===== src/rtl/arbitro_3.sv =====
// arbitro_3: round-robin arbiter forwarding one byte per grant from three dav_/rfd producers to one consumer.
// Define MIN_EN to add output min, the running minimum of all forwarded bytes.
module arbitro_3 (
  input  logic       clock,
  input  logic       reset_,
  input  logic       dav1_,
  input  logic       dav2_,
  input  logic       dav3_,
  input  logic [7:0] x1,
  input  logic [7:0] x2,
  input  logic [7:0] x3,
  output logic       rfd1,
  output logic       rfd2,
  output logic       rfd3,
  output logic       dav_,
  input  logic       rfd,
  output logic [7:0] out,
  output logic [1:0] src
`ifdef MIN_EN
  ,output logic [7:0] min
`endif
);

  typedef enum logic [1:0] {IDLE, WREL, WACK, WEND} state_t;

  state_t     state_q, state_d;
  logic [1:0] last_q, last_d;
  logic [1:0] src_q, src_d;
  logic [2:0] rfd_q, rfd_d;
  logic       dav_q, dav_d;
  logic [7:0] out_q, out_d;

  logic [3:0] req;
  logic [1:0] p0, p1, p2;
  logic [1:0] grant;
  logic [7:0] x_grant;
  logic       dav_k;

  // Bit 0 is a permanent zero so producer numbers index the vector directly.
  assign req = {~dav3_, ~dav2_, ~dav1_, 1'b0};

  always_comb begin
    p0 = 2'd1;
    p1 = 2'd2;
    p2 = 2'd3;
    case (last_q)
      2'd1: begin p0 = 2'd2; p1 = 2'd3; p2 = 2'd1; end
      2'd2: begin p0 = 2'd3; p1 = 2'd1; p2 = 2'd2; end
      default: ;
    endcase
    grant = 2'd0;
    if (req[p0])      grant = p0;
    else if (req[p1]) grant = p1;
    else if (req[p2]) grant = p2;
  end

  always_comb begin
    x_grant = 8'h00;
    case (grant)
      2'd1:    x_grant = x1;
      2'd2:    x_grant = x2;
      2'd3:    x_grant = x3;
      default: ;
    endcase
  end

  // Only the registered winner's dav_ is watched after the grant.
  always_comb begin
    dav_k = 1'b1;
    case (src_q)
      2'd1:    dav_k = dav1_;
      2'd2:    dav_k = dav2_;
      2'd3:    dav_k = dav3_;
      default: ;
    endcase
  end

  always_comb begin
    state_d = state_q;
    last_d  = last_q;
    src_d   = src_q;
    rfd_d   = rfd_q;
    dav_d   = dav_q;
    out_d   = out_q;
    case (state_q)
      IDLE: begin
        if (grant != 2'd0) begin
          out_d   = x_grant;
          src_d   = grant;
          last_d  = grant;
          state_d = WREL;
          case (grant)
            2'd1:    rfd_d = 3'b110;
            2'd2:    rfd_d = 3'b101;
            default: rfd_d = 3'b011;
          endcase
        end
      end
      WREL: begin
        if (dav_k) begin
          rfd_d   = 3'b111;
          dav_d   = 1'b0;
          state_d = WACK;
        end
      end
      WACK: begin
        if (!rfd) begin
          dav_d   = 1'b1;
          state_d = WEND;
        end
      end
      WEND: begin
        if (rfd) state_d = IDLE;
      end
      default: state_d = IDLE;
    endcase
  end

  always_ff @(posedge clock or negedge reset_) begin
    if (!reset_) begin
      state_q <= IDLE;
      last_q  <= 2'd3;
      src_q   <= 2'd0;
      rfd_q   <= 3'b111;
      dav_q   <= 1'b1;
      out_q   <= 8'h00;
    end else begin
      state_q <= state_d;
      last_q  <= last_d;
      src_q   <= src_d;
      rfd_q   <= rfd_d;
      dav_q   <= dav_d;
      out_q   <= out_d;
    end
  end

  assign rfd1 = rfd_q[0];
  assign rfd2 = rfd_q[1];
  assign rfd3 = rfd_q[2];
  assign dav_ = dav_q;
  assign out  = out_q;
  assign src  = src_q;

`ifdef MIN_EN
  logic [7:0] min_q, min_d;
  logic       borrow;

  // Ripple borrow chain of x_grant - min_q with zero borrow-in; borrow-out means x_grant < min_q.
  always_comb begin
    borrow = 1'b0;
    for (int i = 0; i < 8; i++) begin
      borrow = (~x_grant[i] & min_q[i]) | (~(x_grant[i] ^ min_q[i]) & borrow);
    end
    min_d = min_q;
    if (state_q == IDLE && grant != 2'd0 && borrow) min_d = x_grant;
  end

  always_ff @(posedge clock or negedge reset_) begin
    if (!reset_) min_q <= 8'hFF;
    else         min_q <= min_d;
  end

  assign min = min_q;
`endif

endmodule


===== config.mk =====
export PLATFORM = sky130hd
export DESIGN_NAME = arbitro_3
export DESIGN_NICKNAME = d
export VERILOG_FILES = /design/src/rtl/arbitro_3.sv
export SDC_FILE = /design/constraint.sdc
export NUM_CORES = 1
export LEC_CHECK = 0
export CAP_MARGIN = 20
export CORE_MARGIN = 2
export CORE_UTILIZATION = 45
export CTS_BUF_LIST = sky130_fd_sc_hd__clkbuf_4 sky130_fd_sc_hd__clkbuf_8
export DETAILED_ROUTE_END_ITERATION = 12
export GPL_ROUTABILITY_DRIVEN = 0
export PLACE_DENSITY = 0.85
export SYNTH_ARGS = -nofsm -noshare
export SYNTH_HDL_FRONTEND = slang
export SYNTH_SLANG_ARGS = --single-unit

===== constraint.sdc =====
create_clock -name clock -period 8.2 [get_ports clock]
set_input_delay 1.64 -clock clock [delete_from_list [all_inputs] [get_ports clock]]
set_output_delay 1.64 -clock clock [all_outputs]
set_load 0.005 [all_outputs]

==> results by group <==
Drt
  • Routed WL: 2850 um
  • DR vias: 1112
  • Vias per cell: 5.59
  • DRC viols: 0
  • TritonRoute pass-1 iters: 4
  • DR iter-0 viols: 66
  • Final ANT Viol Nets: 0
  • Drt wl/cell: 14.3 um

Yosys
  • Xor-xnor portion of the synthesized cell area: 0
  • Sequential area share after synthesis: 0.369
  • YS warnings: 0
  • Largest family of logic cells by synthesized area: compound AO/OA/AOI/OAI gates
  • Synth Cell Area: 1240 um^2
  • Syn nets: 172
  • Seq cells post-synth: 18
  • Avg Inst Size Synth: 9.55 um^2
  • Synth Area in Compound Gates: 0.235
  • Syn Inst Count: 130
  • Simple-gate area share of the yosys netlist: 0.131
  • Yosys cell types: 35
  • Mux cell area share after synthesis: 0.0867
  • Synth Area in Adders: 0.121

STA
  • PnR worst setup slack: 4.04 ns
  • Tmin final: 4.16 ns
  • Worst clock skew: 0.00282 ns
  • Setup_tns: 0 ns
  • Max-slew violation count: 0
  • Final Cycle Share: 0.507
  • RSZ-0062 raised after global routing: no
  • Max_slew headroom: 0.478
  • Final setup vio count: 0
  • WHS: 0.489 ns
  • Fmax: 240 MHz
  • Worst Tran Pin Value: 0.781 ns
  • Final Hold Violating Endpoints: 0

Final layout
  • Syn-to-layout area delta: 37.4%
  • Layout cells sized above 1: 0.119
  • Fin nets: 211
  • Antenna cell count: 0
  • Fin util: 0.635
  • Fillers: 231

Global routing
  • Vias in the first global route: 1114
  • Largest net degree at the start of global routing: 25
  • First-pass GRT wire length: 4750 um
  • GRT Total Usage: 0.186
  • Antenna violations before repair: 0
  • Grt total ovfl: 0

Worst setup path
  • CP arrival: 4.35 ns
  • Req. time, crit path: 8.39 ns
  • Crit-path max FO: 7
  • Worst Path Class, Setup: primary input to flop
  • Setup crit start kind: primary input
  • Reg-to-reg slack, setup: 4.89 ns
  • Critical Path End Type: flop

Clock network
  • Setup Buffers After CTS: 0
  • Clock sink total: 18
  • Root buf cell: clkbuf_4
  • Longest Clk Path Bufs: 2
  • CTS hold repair buffers: 0
  • Post-CTS sizing: 0
  • Later-pin clock latency in the skew report: 0.30 ns
  • H-tree depth: 1
  • Reg clk slew, reported paths: 0.11 ns
  • Inserted Clock Buffers: 3
  • CTS tree: yes

Placement
  • Port Buffers: 43
  • Post-Place Worst Slack: 3.78 ns
  • DP HPWL: 2170 um

Floorplan
  • Die ar.: 3190 um^2
  • Core footprint: 2690 um^2
  • Num ports: 44
  • Die Y-Extent: 56.5 um
  • Row cnt: 19
  • Initial Util: 0.462
  • Die X: 56.5 um

Job
  • # Max-Cap Violations: 0

Status
  • Status: complete, no violations

Power
  • Static leakage: 0.731 nW
  • Total power: 0.688 mW
  • P per Cell Area: 404 nW/um^2
  • Maximum VDD drop: 0.245 mV

Min path
  • Worst min-delay path class: flop to flop
## cells in the final DEF, fill, tap and decap left out, drive strengths merged
cell            n
a2111oi         1
a211o           1
a211oi          1
a21oi           4
a222oi          8
a22oi           1
a311oi          1
a31o            1
a31oi           3
and2            1
and4bb          1
clkbuf          4
clkdlybuf4s50  43
dfrtp          12
dfstp           6
ha             12
inv             8
mux2            3
mux2i           7
nand2          16
nor2           10
nor2b           2
nor3b           2
o2111ai         1
o21ai          11
o21bai          1
o22a            3
o31ai           2
or2             1
or2b            1
## cell families (layout without fill, tap and decap cells)
group,Yosys count,after routing
muxes,10,10
buffers and inverters,17,55
adders and majority gates,12,12
and+or+nand+nor,34,34
DFF,18,18
AOI/OAI and AO/OA,39,39
## area by class of cell
class | count | area [um^2] | area share
clock buffers | 4 | 36.3 | 0.0213
inverters | 8 | 30.0 | 0.0176
multi-input cells | 95 | 712 | 0.417
flip-flops and latches | 18 | 458 | 0.269
well taps | 31 | 38.8 | 0.0227
repair buffers | 43 | 430 | 0.252
## per-stage QoR
stage / area, um^2 / instances
CTS: 1710 / 199
detailed placement: 1670 / 195
floorplan: 1240 / 130
finish: 1710 / 199
global placement: 1670 / 195
global route: 1710 / 199
## cells in the mapped netlist
cell,number,area [um^2]
a2111oi_0,1,8.76
a311oi_2,1,15.0
nor2b_1,2,12.5
a21oi_1,4,20.0
nor3b_1,2,15.0
a222oi_1,8,80.1
nand2_1,15,56.3
o31ai_1,2,15.0
nand2_2,1,6.26
mux2i_1,7,70.1
a211oi_1,1,7.51
buf_1,3,11.3
o21ai_0,11,55.1
mux2_4,1,15.0
clkbuf_2,1,5.00
o2111ai_1,1,8.76
clkbuf_1,2,7.51
buf_4,1,7.51
dfstp_2,6,158
dfrtp_1,12,300
nor2_1,10,37.5
a211o_1,1,8.76
and2_4,1,8.76
or2_1,1,6.26
ha_1,12,150
o21bai_1,1,7.51
a31oi_1,3,18.8
or2b_1,1,7.51
inv_1,8,30.0
buf_2,2,10.0
mux2_2,2,22.5
o22a_2,3,30.0
and4bb_1,1,12.5
a22oi_1,1,7.51
a31o_2,1,8.76
## flip-flops by register name, indices dropped and copies added (netlist names)
register	count
dav_	1
out	8
last_q	2
rfd_q	3
src	2
state_q	2
## layer usage
layer,track usage,part of all wire,wire length (um)
met1,0.221,0.42,1200
met2,0.326,0.49,1400
met3,0.0461,0.075,213
met4,0.0612,0.013,36
met5,0,0,0
## final timing paths
check / start / end / cells past startpoint
max: dav1_ / state_q[1]$_DFFE_PN0P_ / 10
min: out[4]$_DFFE_PN0P_ / out[4]$_DFFE_PN0P_ / 2
max reg2reg: last_q[0]$_DFFE_PN1P_ / state_q[1]$_DFFE_PN0P_ / 11
min reg2reg: out[4]$_DFFE_PN0P_ / out[4]$_DFFE_PN0P_ / 2
max in group asynchronous: reset_ / out[2]$_DFFE_PN0P_ / 1
min in group asynchronous: reset_ / state_q[1]$_DFFE_PN0P_ / 1
## report_power, final
part           total [mW]  leakage [nW]  switching [mW]  internal (mW)
clock              0.0557        0.0210          0.0286         0.0271
combinational       0.465         0.496           0.241          0.224
sequential          0.168         0.214          0.0295          0.138
total               0.688         0.731           0.299          0.390
## critical path: stages
cell and delay (ns):
clkdlybuf4s50_1 0.59, or2b_1 0.26, a211oi_1 0.25, nor3b_1 0.13
or2_1 0.25, ha_1 0.21, and2_4 0.14, a311oi_2 0.42
nand2_2 0.13, mux2_4 0.32
Note: power is estimated with default switching activity, not from simulation.
